$ cat src/rtl/circle_plotter.sv
// Purpose: renders r_high/r_low as concentric midpoint circles into a 160x120 pixel-write port,
//          erasing the previously drawn ring before drawing a changed one.
// Latency: radius mismatch sampled in IDLE -> first pixel strobe three cycles later; one point per cycle.
// Backpressure: none; the pixel port always accepts, radii are re-sampled only in IDLE/NEXT.
// Ports: clock/reset (sync, active-high); r_high/r_low target radii (0 = no circle);
//        x/y/colour/plot pixel write (all registered); busy = FSM not idle; done = end-of-work pulse.
module circle_plotter #(
  parameter int         CX       = 80,
  parameter int         CY       = 60,
  parameter logic [2:0] COL_HIGH = 3'b111,
  parameter logic [2:0] COL_LOW  = 3'b011
) (
  input  logic       clock,
  input  logic       reset,
  input  logic [6:0] r_high,
  input  logic [6:0] r_low,
  output logic [7:0] x,
  output logic [6:0] y,
  output logic [2:0] colour,
  output logic       plot,
  output logic       busy,
  output logic       done
);

  typedef enum logic [2:0] {IDLE, SETUP, ERASE, DRAW, NEXT} state_t;

  localparam logic signed [8:0] CXS = 9'(CX);
  localparam logic signed [8:0] CYS = 9'(CY);

  state_t state, state_nx;

  logic [6:0]        drawn_high, drawn_low, tgt;
  logic              sel_low;   // 0 = high-note circle, 1 = low-note circle
  logic              erased;    // erase phase of the current pass already handled
  logic [6:0]        px, py;
  logic signed [8:0] d;
  logic [2:0]        k;         // which of the 8 symmetric points this cycle emits

  // FSM strobes
  logic       latch, latch_low, load, step, commit, set_erased, done_nx;
  logic [6:0] r_load;

  logic [6:0]        old_r, oth_r, px_inc, py_nx, a, b;
  logic signed [8:0] d_nx, pxs, pys, sx, sy;
  logic              hi_mis, lo_mis, phase_end, in_range;

  always_comb begin
    old_r  = sel_low ? drawn_low  : drawn_high;
    oth_r  = sel_low ? drawn_high : drawn_low;
    hi_mis = (r_high != drawn_high);
    lo_mis = (r_low  != drawn_low);

    // midpoint step update applied after the 8th point
    pxs    = signed'({2'b00, px});
    pys    = signed'({2'b00, py});
    px_inc = px + 7'd1;
    if (d < 0) begin
      d_nx  = d + (pxs <<< 1) + 9'sd3;
      py_nx = py;
    end else begin
      d_nx  = d + ((pxs - pys) <<< 1) + 9'sd5;
      py_nx = py - 7'd1;
    end
    phase_end = (k == 3'd7) && (px_inc > py_nx);

    // k[2] swaps the axes, k[0] mirrors x, k[1] mirrors y
    a  = k[2] ? py : px;
    b  = k[2] ? px : py;
    sx = k[0] ? CXS - signed'({2'b00, a}) : CXS + signed'({2'b00, a});
    sy = k[1] ? CYS - signed'({2'b00, b}) : CYS + signed'({2'b00, b});
    in_range = !sx[8] && (sx <= 9'sd159) && !sy[8] && (sy <= 9'sd119);
  end

  always_comb begin
    state_nx   = state;
    latch      = 1'b0;
    latch_low  = 1'b0;
    load       = 1'b0;
    r_load     = tgt;
    step       = 1'b0;
    commit     = 1'b0;
    set_erased = 1'b0;
    done_nx    = 1'b0;
    case (state)
      IDLE: begin
        if (hi_mis) begin
          latch    = 1'b1;
          state_nx = SETUP;
        end else if (lo_mis) begin
          latch     = 1'b1;
          latch_low = 1'b1;
          state_nx  = SETUP;
        end
      end
      SETUP: begin
        // skip erasing a ring that coincides with the other circle so it stays intact
        if (!erased && old_r != 7'd0 && old_r != oth_r) begin
          load     = 1'b1;
          r_load   = old_r;
          state_nx = ERASE;
        end else if (tgt != 7'd0) begin
          load     = 1'b1;
          state_nx = DRAW;
        end else begin
          commit   = 1'b1;
          state_nx = NEXT;
        end
      end
      ERASE: begin
        step = 1'b1;
        if (phase_end) begin
          set_erased = 1'b1;
          state_nx   = SETUP;
        end
      end
      DRAW: begin
        step = 1'b1;
        if (phase_end) begin
          commit   = 1'b1;
          state_nx = NEXT;
        end
      end
      NEXT: begin
        if (sel_low ? hi_mis : lo_mis) begin
          latch     = 1'b1;
          latch_low = !sel_low;
          state_nx  = SETUP;
        end else begin
          done_nx  = 1'b1;
          state_nx = IDLE;
        end
      end
      default: state_nx = IDLE;
    endcase
  end

  always_ff @(posedge clock) begin
    if (reset) begin
      state      <= IDLE;
      drawn_high <= 7'd0;
      drawn_low  <= 7'd0;
      tgt        <= 7'd0;
      sel_low    <= 1'b0;
      erased     <= 1'b0;
      px         <= 7'd0;
      py         <= 7'd0;
      d          <= 9'sd0;
      k          <= 3'd0;
      x          <= 8'd0;
      y          <= 7'd0;
      colour     <= 3'd0;
      plot       <= 1'b0;
      busy       <= 1'b0;
      done       <= 1'b0;
    end else begin
      state <= state_nx;
      if (latch) begin
        tgt     <= latch_low ? r_low : r_high;
        sel_low <= latch_low;
        erased  <= 1'b0;
      end
      if (set_erased) erased <= 1'b1;
      if (commit) begin
        if (sel_low) drawn_low  <= tgt;
        else         drawn_high <= tgt;
      end
      if (load) begin
        px <= 7'd0;
        py <= r_load;
        d  <= 9'sd1 - signed'({2'b00, r_load});
        k  <= 3'd0;
      end else if (step) begin
        k <= k + 3'd1;
        if (k == 3'd7) begin
          px <= px_inc;
          py <= py_nx;
          d  <= d_nx;
        end
      end
      busy <= (state_nx != IDLE);
      done <= done_nx;
      plot <= 1'b0;
      if (state == ERASE || state == DRAW) begin
        x      <= sx[7:0];
        y      <= sy[6:0];
        colour <= (state == DRAW) ? (sel_low ? COL_LOW : COL_HIGH) : 3'b000;
        plot   <= in_range;
      end
    end
  end

endmodule

$ cat config.mk
export PLATFORM = sky130hd
export DESIGN_NAME = circle_plotter
export DESIGN_NICKNAME = d
export VERILOG_FILES = /design/src/rtl/circle_plotter.sv
export SDC_FILE = /design/constraint.sdc
export NUM_CORES = 1
export LEC_CHECK = 0
export BUFFER_PORTS_ARGS = -buffer_cell sky130_fd_sc_hd__buf_2
export CAP_MARGIN = 5
export CORE_ASPECT_RATIO = 1.5
export CORE_MARGIN = 4
export CORE_UTILIZATION = 63
export CTS_BUF_LIST = sky130_fd_sc_hd__clkbuf_4 sky130_fd_sc_hd__clkbuf_8
export CTS_CLUSTER_SIZE = 10
export DETAILED_ROUTE_END_ITERATION = 8
export GPL_TIMING_DRIVEN = 0
export PLACE_DENSITY_LB_ADDON = 0.1
export SYNTH_ARGS = -nofsm -noshare
export SYNTH_HDL_FRONTEND = slang
export SYNTH_SLANG_ARGS = --single-unit
$ cat constraint.sdc
create_clock -name clock -period 4.5 [get_ports clock]
set_input_delay 0.45 -clock clock [delete_from_list [all_inputs] [get_ports clock]]
set_output_delay 0.45 -clock clock [all_outputs]
set_load 0.05 [all_outputs]
==> results.tsv, run 1 <==
stage	metric	value	unit
critical_path	CP Capture Type	register	
global_route	pin count of the biggest net entering global routing	12	
clocking	clock slew at reported path FFs	0.07	ns
critical_path	CP max stage cell	dfxtp_1	
route	post-route ant nets	0	
final_layout	Final #Nets	778	
global_route	initial antenna violation count	0	
critical_path	Buffers & Inverters on Critical Path	1	
global_route	vias in the first global route	5050	
clocking	# H-tree levels	3	
critical_path	Critical Path AT	4.28	ns
synthesis	Ys Warns	0	
synthesis	mapped cell area	5400	sq um
clocking	total CTS buffers	9	
final_layout	fraction of layout instances using a drive strength above 1	11.7	%
route	routed len/inst	17.8	microns
synthesis	syn_nets	731	
route	residual DRC count	0	
route	DRT Pass-1 Iters	5	
clocking	Longest Clk Path Bufs	2	
hold_path	Hold/Removal Path Class	in -> reg	
critical_path	crit-path cells	inv_1 -> ha_1 -> nor2b_1 -> o21ai_0 -> a21boi_0 -> nor2_1 -> ha_1 -> ha_1 -> o21ai_0 -> o21ba_2 -> o21a_1 -> o41ai_1 -> xor2_1 -> xnor2_1 -> or3_1 -> a31oi_1	
global_route	first-pass GRT wire length	24.1	mm
timing	Final period util	89.1	%
timing	RSZ-0062 raised after global routing	false	
route	Routed WL	14.5	mm
critical_path	cell mode on critical path	ha_1	
critical_path	maximum fanout along the worst path	7	
route	drt initial violations	316	
global_route	global route overflow	0	
timing	final setup vio count	0	
floorplan	total die area	10100	sq um
floorplan	row count	41	
final_layout	# fillers	686	
clocking	clk sinks	72	
synthesis	post-synthesis sequential element count	72	
synthesis	commonest register cell after synthesis	dfxtp_1	
synthesis	sequential fraction of the synthesis area	26.7	%
timing	Slew Limit Fails	0	
timing	setup TNS after final layout	0	ns
synthesis	area share of the largest cell type after synthesis	26.7	%
critical_path	Worst EP required	4.77	ns
floorplan	I/O pin total	37	
synthesis	top post-synthesis cells by count	72 x dfxtp_1, 63 x nand2_1, 62 x nor2_1	
critical_path	CP max stage delay	0.57	ns
job	Max Cap Viol	0	
pwr	Power Density	618	nW/um^2
place	Placed Cells	801	
synthesis	Post-Synthesis Cells	658	
final_layout	Reg area	1440	sq um
floorplan	starting density of the core	64.5	%
clocking	CTS resizes	0	
timing	Final Skew	0.00809	ns
critical_path	top cell family by delay on the critical path	compound AO/OA/AOI/OAI gates	
clocking	CTS tree	done	
synthesis	Avg Inst Size Synth	8.20	sq um
timing	fmax	249	MHz
floorplan	Core Footprint	8360	sq um
route	routed vias/inst	6.06	
clocking	total setup buffers inserted after CTS	0	
pwr	LEAKAGE	0.00261	uW
final_layout	P&R area growth vs syn	9.30	%
critical_path	Worst setup startpoint	px[0]$_SDFFE_PP0P_	
outcome	outcome	finished, final reports clean	
final_layout	area occupied by multi-input gates	3690	sq um
critical_path	Setup Crit Path Kind	reg -> reg	
place	input/output buffers	36	
clocking	clock latency on the worst-skew pair	0.34	ns
final_layout	Antenna diodes	0	
floorplan	Die Ht	121	microns
synthesis	synth top area cells	dfxtp_1 27%, ha_1 13%, mux2i_1 7.4%	
critical_path	Critical Path Start Type	register	
timing	final hold viol count	0	
place	placer congestion estimate	0.956	
synthesis	Async S/R FF share, synth	0	%
synthesis	Post-synth EDFFs	0	
synthesis	cell with the most instances after synthesis	dfxtp_1	
global_route	gr usage total	29.5	%
hold_path	Worst Min Path Start	reset	
final_layout	non-filler cells, final	817	
clocking	clock root buffer	clkbuf_8	
timing	relative slew slack	51.2	%
timing	Least-Margin Pin Slew	0.726	ns
timing	min cycle time layout	4.01	ns
floorplan	DIE WIDTH	83.6	microns
place	post-DP HPWL	11.3	mm
synthesis	Synth area leader	dfxtp_1	
critical_path	launching point of the worst reg2reg path	px[0]$_SDFFE_PP0P_	
clocking	hold_buf cts	0	
synthesis	Unique masters post-synth	54	
route	total number of vias	4953	
pwr	Max VDD drop	0.000355	V
-- layout make-up --
class                           instances  area share [%]
Buffer                                 34            2.40
Clock inverter                          3           0.255
Clock buffer                           13            2.93
Timing Repair Buffer                   36            3.05
Tap cell                              107            2.27
Sequential cell                        72            24.4
Multi-Input combinational cell        519            62.6
Inverter                               33            2.10
-- metrics by stage --
stage / util (%) / instance area (sq um) / total power, uW / setup WS [ns] / hold WS, ns
3_3_place_gp: 68.3 / 5710 / 3060 / 0.661 / 0.437
5_1_grt: 70.5 / 5900 / 3940 / 0.350 / 0.392
2_1_floorplan: - / 5400 / 2600 / 1.18 / 0.431
6_report: 70.5 / 5900 / 3640 / 0.489 / 0.395
4_1_cts: 70.5 / 5900 / 3640 / 0.533 / 0.380
3_5_place_dp: 68.3 / 5710 / 3130 / 0.575 / 0.446
-- sequential cells by signal, indices dropped and copies added, names as in the netlist --
| signal | cells |
|---|---|
| colour | 2 |
| py | 7 |
| x | 8 |
| k | 3 |
| px | 7 |
| tgt | 7 |
| y | 7 |
| sel_low | 1 |
| done | 1 |
| drawn_low | 7 |
| plot | 1 |
| busy | 1 |
| erased | 1 |
| state | 3 |
| d | 9 |
| drawn_high | 7 |
-- cells in the final DEF, fill, tap and decap left out, types with 11 or more instances in the layout --
cell type / instances
dfxtp_1: 72
clkbuf_1: 28
o21ai_0: 27
nand3_1: 12
clkbuf_8: 12
nor2_1: 62
buf_2: 38
inv_1: 33
mux2_2: 17
xnor2_1: 44
ha_1: 54
mux2i_1: 40
nor3_1: 11
a21oi_1: 53
a211oi_1: 13
xor2_1: 24
nand2_1: 63
-- final timing paths --
path                                             to  slack (ns)  cells past startpoint
worst min register to register    y[1]$_SDFFE_PP0N_        0.46                      2
worst min-delay path            state[2]$_SDFF_PP0_        0.39                      2
worst max register to register    d[8]$_SDFFE_PP0P_        0.49                     16
worst max-delay path              d[8]$_SDFFE_PP0P_        0.49                     16
-- layer usage --
layer	track usage, %	part of all wire [%]	vias to the layer above
met5	0	0	-
met4	19.5	6.0	0
met3	3.67	4.5	62
met2	52.4	50	166
met1	32.8	39	2326
li1	-	-	2399
-- where the power goes --
group	total (uW)	switching [uW]	leakage [uW]	internal, uW
sequential	909	134	0.000586	775
combinational	2250	1360	0.00192	891
clock	485	236	0.000103	249
total	3640	1730	0.00261	1920
-- cell families (layout without fill, tap and decap cells) --
| logic type | Yosys count | after routing | share of synthesized area [%] |
|---|---|---|---|
| AO/OA/AOI/OAI | 136 | 136 | 15.4 |
| adder cells (fa/ha/maj) | 57 | 57 | 13.6 |
| buffers and inverters | 67 | 119 | 4.92 |
| AND/OR/NAND/NOR | 201 | 201 | 17.3 |
| XOR/XNOR | 68 | 68 | 11.0 |
| flip-flops | 72 | 72 | 26.7 |
| multiplexers | 57 | 57 | 11.0 |
No activity file was read; power rests on OpenSTA's default activity.
==> run 2: changes to the inputs <==
--- a/config.mk
+++ b/config.mk
@@ -5,11 +5,12 @@
 export SDC_FILE = /design/constraint.sdc
 export NUM_CORES = 1
 export LEC_CHECK = 0
+export ABC_AREA = 1
 export BUFFER_PORTS_ARGS = -buffer_cell sky130_fd_sc_hd__buf_2
 export CAP_MARGIN = 5
 export CORE_ASPECT_RATIO = 1.5
 export CORE_MARGIN = 4
-export CORE_UTILIZATION = 63
+export CORE_UTILIZATION = 64
 export CTS_BUF_LIST = sky130_fd_sc_hd__clkbuf_4 sky130_fd_sc_hd__clkbuf_8
 export CTS_CLUSTER_SIZE = 10
 export DETAILED_ROUTE_END_ITERATION = 8
==> results.tsv, run 2 <==
stage	metric	value	unit
final_layout	Regs by FF count	d (9), x (8)	
final_layout	Final #Nets	966	
floorplan	I/O pin total	37	
route	DRT Pass-1 Iters	5	
hold_path	Hold/Removal Path Class	in -> reg	
global_route	GR peak layer	met2	
timing	final setup vio count	0	
synthesis	post-synthesis sequential element count	72	
synthesis	Post-Synthesis Cells	846	
timing	Slew Limit Fails	0	
pwr	Power Density	716	nW/um^2
floorplan	DIE WIDTH	84.8	microns
place	Placed Cells	989	
hold_path	worst hold stages	3	
timing	Least-Margin Pin Slew	0.757	ns
clocking	CTS tree	done	
clocking	total setup buffers inserted after CTS	0	
critical_path	Worst path depth	19	
critical_path	R2R depth	19	
clocking	clock root buffer	clkbuf_8	
synthesis	Post-synth EDFFs	0	
route	residual DRC count	0	
synthesis	synth top area cells	dfxtp_1 25%, nand2_1 13%, ha_1 12%	
final_layout	fin area	6170	sq um
floorplan	total die area	10400	sq um
global_route	vias in the first global route	5566	
synthesis	cell with the most instances after synthesis	nand2_1	
critical_path	launching point of the worst reg2reg path	px[0]$_SDFFE_PP0P_	
pwr	Switch Pwr	2360	uW
floorplan	Core Footprint	8520	sq um
final_layout	largest register by flop count	d	
route	total number of vias	5767	
critical_path	Worst setup startpoint	px[0]$_SDFFE_PP0P_	
critical_path	maximum fanout along the worst path	6	
synthesis	syn_nets	919	
clocking	clock latency on the worst-skew pair	0.37	ns
synthesis	Async S/R FF share, synth	0	%
synthesis	top post-synthesis cells by count	200 x nand2_1, 108 x inv_1, 86 x o21ai_0	
critical_path	CP max stage cell	fa_1	
critical_path	Setup Crit Path Kind	reg -> reg	
synthesis	sequential fraction of the synthesis area	25.5	%
synthesis	Unique masters post-synth	45	
timing	setup ws final	0.869	ns
timing	final hold viol count	0	
pwr	P_int	2060	uW
outcome	outcome	finished, final reports clean	
synthesis	Synth area leader	dfxtp_1	
clocking	# H-tree levels	3	
place	input/output buffers	36	
place	placer congestion estimate	0.992	
pwr	Logic pwr share	65.3	%
global_route	global route overflow	0	
route	routed vias/inst	5.74	
clocking	hold_buf cts	0	
pwr	clock share of power	12.2	%
pwr	Max VDD drop	0.000496	V
route	post-route ant nets	0	
global_route	first-pass GRT wire length	26.2	mm
global_route	gr usage total	31.6	%
route	drt initial violations	396	
clocking	total CTS buffers	9	
synthesis	Avg Inst Size Synth	6.68	sq um
critical_path	Critical Path Start Type	register	
synthesis	commonest register cell after synthesis	dfxtp_1	
clocking	clk sinks	72	
synthesis	area share of the largest cell type after synthesis	25.5	%
global_route	met2 GRT Util	55.2	%
final_layout	fraction of layout instances using a drive strength above 1	10.2	%
critical_path	CP max stage delay	0.39	ns
floorplan	starting density of the core	66.4	%
critical_path	Buffers & Inverters on Critical Path	2	
route	Routed WL	15.8	mm
global_route	initial antenna violation count	0	
timing	fmax	275	MHz
pwr	LEAKAGE	0.00304	uW
global_route	pin count of the biggest net entering global routing	15	
route	routed len/inst	15.7	microns
global_route	met1 Use GR	36.7	%
critical_path	Crit Reg-Reg Endpoint	d[8]$_SDFFE_PP0P_	
timing	setup TNS after final layout	0	ns
timing	min cycle time layout	3.63	ns
timing	Final Skew	0.0106	ns
floorplan	Die Ht	123	microns
final_layout	Antenna diodes	0	
job	Max Cap Viol	0	
final_layout	commonest non-fill, non-tap cell in the layout	nand2_1	
final_layout	# fillers	765	
synthesis	mapped cell area	5660	sq um
critical_path	CP Capture Type	register	
pwr	switching share of power	53.4	%
global_route	met3 usage	3.47	%
final_layout	P&R area growth vs syn	9.14	%
pwr	Seq pwr share	22.5	%
synthesis	Ys Warns	0	
critical_path	Setup crit end	d[8]$_SDFFE_PP0P_	
critical_path	crit-path cells	inv_1 -> ha_1 -> inv_1 -> fa_1 -> xor2_1 -> ha_1 -> ha_1 -> nand3_1 -> nand2_1 -> nand2_1 -> o21ai_0 -> a21boi_0 -> or2_2 -> nand3_1 -> nand2_1 -> nand2_1 -> nand2_1 -> nand2_1 -> nand2_1	
timing	relative slew slack	49.1	%
critical_path	Worst EP required	4.76	ns
critical_path	Critical Path AT	3.89	ns
clocking	Longest Clk Path Bufs	2	
pwr	Design Power	4420	uW
timing	RSZ-0062 raised after global routing	false	
critical_path	top cell family by delay on the critical path	adder cells	
timing	Final period util	80.7	%
place	DP Area	5970	sq um
final_layout	non-filler cells, final	1005	
final_layout	max reg flops	9	
floorplan	row count	41	
clocking	CTS resizes	0	
critical_path	Reg2Reg Setup Slack	0.87	ns
final_layout	commonest cells after routing, fill and taps aside	200 x nand2_1, 108 x inv_1, 86 x o21ai_0, 72 x dfxtp_1, 70 x a21oi_1	
place	post-DP HPWL	12.6	mm
place	Setup WS pre-CTS	0.940	ns
critical_path	cell mode on critical path	nand2_1	
clocking	clock slew at reported path FFs	0.09	ns
run 2: changes by cell type in the layout (fill, tap and decap cells not counted), moves of 17 or more:
cell     change
mux2i_1     -40
inv_1       +75
xnor2_1     -26
mux2_2      -17
o21ai_0     +59
a21oi_1     +17
nand2_1    +137
run 2: cell type report:
type	count	area [sq um]	area share [%]
buffer	28	159	2.57
clock buffer	9	124	2.01
clock inverter	7	78.8	1.28
inverter	113	424	6.87
multi-input combinational	633	3630	58.8
sequential	72	1440	23.4
tap	107	134	2.17
timing repair buffer	36	180	2.92
run 2: cells by family (layout without fill, tap and decap cells):
logic type | after synthesis | after routing | share of synthesized area, %
AOI/OAI and AO/OA | 201 | 201 | 19.6
buffers and inverters | 141 | 193 | 10.3
DFF | 72 | 72 | 25.5
and+or+nand+nor | 338 | 338 | 25.9
adders and majority gates | 57 | 57 | 13.0
xor gates and xnor gates | 37 | 37 | 5.73
run 2: power groups by stage:
stage	clock network (uW)	logic (uW)	registers, uW
floorplan	0	2010	1160
global placement	0	2750	992
detailed placement	0	2850	999
CTS	537	2870	987
global route	565	3250	1010
finish	538	2890	995
run 2: how the worst min path moves through the flow:
stage                                 startpoint                endpoint  slack (ns)
after detailed placement  colour[2]$_SDFFE_PP0N_  colour[2]$_SDFFE_PP0N_        0.46
after CTS                              r_high[3]     tgt[3]$_SDFFE_PP0P_        0.41
final                                  r_high[2]     tgt[2]$_SDFFE_PP0P_        0.42
after global routing                   r_high[6]     tgt[6]$_SDFFE_PP0P_        0.46
after global placement         y[1]$_SDFFE_PP0N_       y[1]$_SDFFE_PP0N_        0.46
after floorplan                d[2]$_SDFFE_PP0P_       d[2]$_SDFFE_PP0P_        0.46
run 2: metrics by stage:
step	hold slack, ns	utilization, %
2_1_floorplan	0.463	-
3_3_place_gp	0.457	70.1
3_5_place_dp	0.463	70.1
4_1_cts	0.412	72.5
5_1_grt	0.459	72.5
6_report	0.425	72.5
run 2: routing by layer:
metal	share of wire, %	wire length, microns
met1	40	6340
met3	4.8	762
met5	0	0
met2	50	7850
met4	5.2	815
run 2: worst reg2reg max path, cell delays in order (launching register included):
cell,delay (ns)
dfxtp_1,0.38
inv_1,0.21
ha_1,0.19
inv_1,0.06
fa_1,0.39
xor2_1,0.27
ha_1,0.29
ha_1,0.35
nand3_1,0.10
nand2_1,0.10
nand2_1,0.07
o21ai_0,0.29
a21boi_0,0.18
or2_2,0.31
nand3_1,0.07
nand2_1,0.06
nand2_1,0.05
nand2_1,0.05
nand2_1,0.05
nand2_1,0.05
==> run 3: changes to the inputs <==
--- a/config.mk
+++ b/config.mk
@@ -5,12 +5,12 @@
 export SDC_FILE = /design/constraint.sdc
 export NUM_CORES = 1
 export LEC_CHECK = 0
-export ABC_AREA = 1
+export ABC_AREA = 0
 export BUFFER_PORTS_ARGS = -buffer_cell sky130_fd_sc_hd__buf_2
 export CAP_MARGIN = 5
 export CORE_ASPECT_RATIO = 1.5
 export CORE_MARGIN = 4
-export CORE_UTILIZATION = 64
+export CORE_UTILIZATION = 63
 export CTS_BUF_LIST = sky130_fd_sc_hd__clkbuf_4 sky130_fd_sc_hd__clkbuf_8
 export CTS_CLUSTER_SIZE = 10
 export DETAILED_ROUTE_END_ITERATION = 8
==> constraint.sdc (replaced) <==
create_clock -name clock -period 3.55 [get_ports clock]
set_input_delay 0.355 -clock clock [delete_from_list [all_inputs] [get_ports clock]]
set_output_delay 0.355 -clock clock [all_outputs]
set_load 0.05 [all_outputs]
==> results.tsv, run 3 (synthesis gave the netlist of run 1 again) <==
stage	metric	value	unit
clocking	Longest Clk Path Bufs	2	
critical_path	top cell family by delay on the critical path	compound AO/OA/AOI/OAI gates	
floorplan	starting density of the core	64.5	%
pwr	LEAKAGE	0.00274	uW
route	Routed WL	15.4	mm
pwr	Design Power	5280	uW
place	placer congestion estimate	0.956	
timing	final setup vio count	0	
pwr	Switch Pwr	2450	uW
pwr	Logic pwr share	66.1	%
critical_path	Buffers & Inverters on Critical Path	1	
hold_path	Worst Min Path Start	reset	
route	total number of vias	5089	
route	met2 WL post-DR	7.84	mm
timing	Slew Limit Fails	0	
timing	Final period util	98.9	%
clocking	clock root buffer	clkbuf_8	
place	Setup WS pre-CTS	-0.375	ns
critical_path	Worst EP required	3.82	ns
critical_path	Worst setup startpoint	py[1]$_SDFFE_PP0P_	
critical_path	crit-path cells	inv_2 -> ha_1 -> nor2b_2 -> o21ai_2 -> nand2_1 -> nor2_1 -> nor2_1 -> ha_1 -> ha_4 -> o21ai_0 -> o21ba_4 -> o21a_1 -> o41ai_2 -> xor2_1 -> xnor2_1 -> or3_1 -> a31oi_1	
pwr	Power Density	843	nW/um^2
timing	Final Skew	0.00710	ns
clocking	# H-tree levels	3	
route	routed vias/inst	6.12	
final_layout	# fillers	637	
route	post-route ant nets	0	
critical_path	Critical Path AT	3.79	ns
critical_path	CP Capture Type	register	
timing	final hold viol count	0	
critical_path	CP max stage delay	0.36	ns
route	routed len/inst	18.5	microns
final_layout	largest register by flop count	d	
clocking	clock latency on the worst-skew pair	0.35	ns
final_layout	Reg area	1460	sq um
floorplan	I/O pin total	37	
timing	min cycle time layout	3.51	ns
outcome	outcome	finished, final reports clean	
floorplan	Die Ht	121	microns
critical_path	Critical Path Start Type	register	
floorplan	DIE WIDTH	83.6	microns
place	input/output buffers	36	
floorplan	row count	41	
pwr	Seq pwr share	22.1	%
critical_path	launching point of the worst reg2reg path	py[1]$_SDFFE_PP0P_	
timing	Min Hold Slack	0.289	ns
pwr	Max VDD drop	0.000509	V
final_layout	commonest cells after routing, fill and taps aside	67 x dfxtp_1, 61 x nand2_1, 59 x nor2_1, 50 x a21oi_1, 45 x ha_1	
critical_path	maximum fanout along the worst path	4	
final_layout	max reg flops	9	
timing	fmax	285	MHz
pwr	switching share of power	46.4	%
timing	Least-Margin Pin Slew	0.648	ns
final_layout	Regs by FF count	d (9), x (8)	
route	DRT Pass-1 Iters	5	
final_layout	Final #Nets	793	
global_route	global route overflow	0	
global_route	vias in the first global route	5095	
final_layout	area occupied by multi-input gates	3920	sq um
global_route	first-pass GRT wire length	24.5	mm
place	post-DP HPWL	11.3	mm
hold_path	Hold/Removal Path Class	in -> reg	
global_route	gr usage total	30.0	%
global_route	initial antenna violation count	0	
clocking	hold_buf cts	0	
global_route	pin count of the biggest net entering global routing	12	
route	routed length on met1	5.83	mm
clocking	CTS tree	done	
final_layout	P&R area growth vs syn	16.1	%
timing	setup ws final	0.0376	ns
critical_path	CP max stage cell	dfxtp_4	
route	drt initial violations	342	
job	Max Cap Viol	0	
floorplan	total die area	10100	sq um
floorplan	Core Footprint	8360	sq um
final_layout	commonest non-fill, non-tap cell in the layout	dfxtp_1	
timing	relative slew slack	56.8	%
route	highest routed metal layer	met4	
timing	RSZ-0062 raised after global routing	true	
clocking	total CTS buffers	9	
route	residual DRC count	0	
final_layout	Antenna diodes	0	
pwr	P_int	2830	uW
route	DR WL met3	826	microns
clocking	clk sinks	72	
pwr	clock share of power	11.8	%
clocking	clock slew at reported path FFs	0.08	ns
final_layout	fraction of layout instances using a drive strength above 1	19.4	%
critical_path	Setup Crit Path Kind	reg -> reg	
[run 3: cell count changes in the layout (fill, tap and decap cells not counted), sizes merged, moves of 10 or more]
cell	change
a21oi	-17
clkbuf	+17
inv	-80
mux2	+17
mux2i	+40
nand2	-146
nand2b	+10
nand3	-14
nand4	-10
o21ai	-77
xnor2	+26
[run 3: worst reg2reg max path, cell delays in order (launching register included)]
cell     delay (ns)
dfxtp_4        0.36
inv_2          0.06
ha_1           0.27
nor2b_2        0.16
o21ai_2        0.20
nand2_1        0.09
nor2_1         0.12
nor2_1         0.07
ha_1           0.32
ha_4           0.27
o21ai_0        0.07
o21ba_4        0.18
o21a_1         0.21
o41ai_2        0.24
xor2_1         0.21
xnor2_1        0.10
or3_1          0.33
a31oi_1        0.19
[run 3: worst paths after layout]
path | end | slack, ns | cells after the start
setup / recovery | d[8]$_SDFFE_PP0P_ | 0.04 | 17
hold / removal | state[2]$_SDFF_PP0_ | 0.29 | 2
setup reg to reg | d[8]$_SDFFE_PP0P_ | 0.04 | 17
hold reg to reg | y[1]$_SDFFE_PP0N_ | 0.46 | 2
[run 3: final cells by class]
cell class / count / area share [%]
Tap cell: 107 / 2.14
Clock buffer: 13 / 2.76
Clock inverter: 3 / 0.240
Multi-Input combinational cell: 519 / 62.6
Sequential cell: 72 / 23.3
Buffer: 34 / 2.32
Inverter: 33 / 2.02
Timing Repair Buffer: 51 / 4.67
[run 3: what timing repair did]
item,4_1_cts,5_1_grt
gates resized for setup,30,31
setup endpoints to repair,18,16
pin swaps,16,23
buffers inserted,4,11
[run 3: power by group through the flow]
stage                     Clock, uW  Sequential (uW)  Combinational [uW]
after floorplan                   0             1320                1980
after global placement            0             1160                2730
final                           621             1170                3490
after CTS                       627             1160                3000
after global routing            663             1190                3800
after detailed placement          0             1160                2810
[run 3: metal layers]
| layer | vias up | global-route usage (%) |
|---|---|---|
| met1 | 2401 | 33.5 |
| li1 | 2420 | - |
| met5 | - | 0 |
| met2 | 205 | 53.6 |
| met3 | 63 | 3.46 |
| met4 | 0 | 19.0 |
[run 3: stage by stage]
stage	utilization (%)	setup TNS [ns]	std cells	area (sq um)
finish	75.0	0	832	6270
global route	75.0	-0.468	832	6270
CTS	72.2	-0.0619	821	6040
detailed placement	68.3	-2.48	801	5710
global placement	68.3	-1.47	801	5710
floorplan	-	0	658	5400
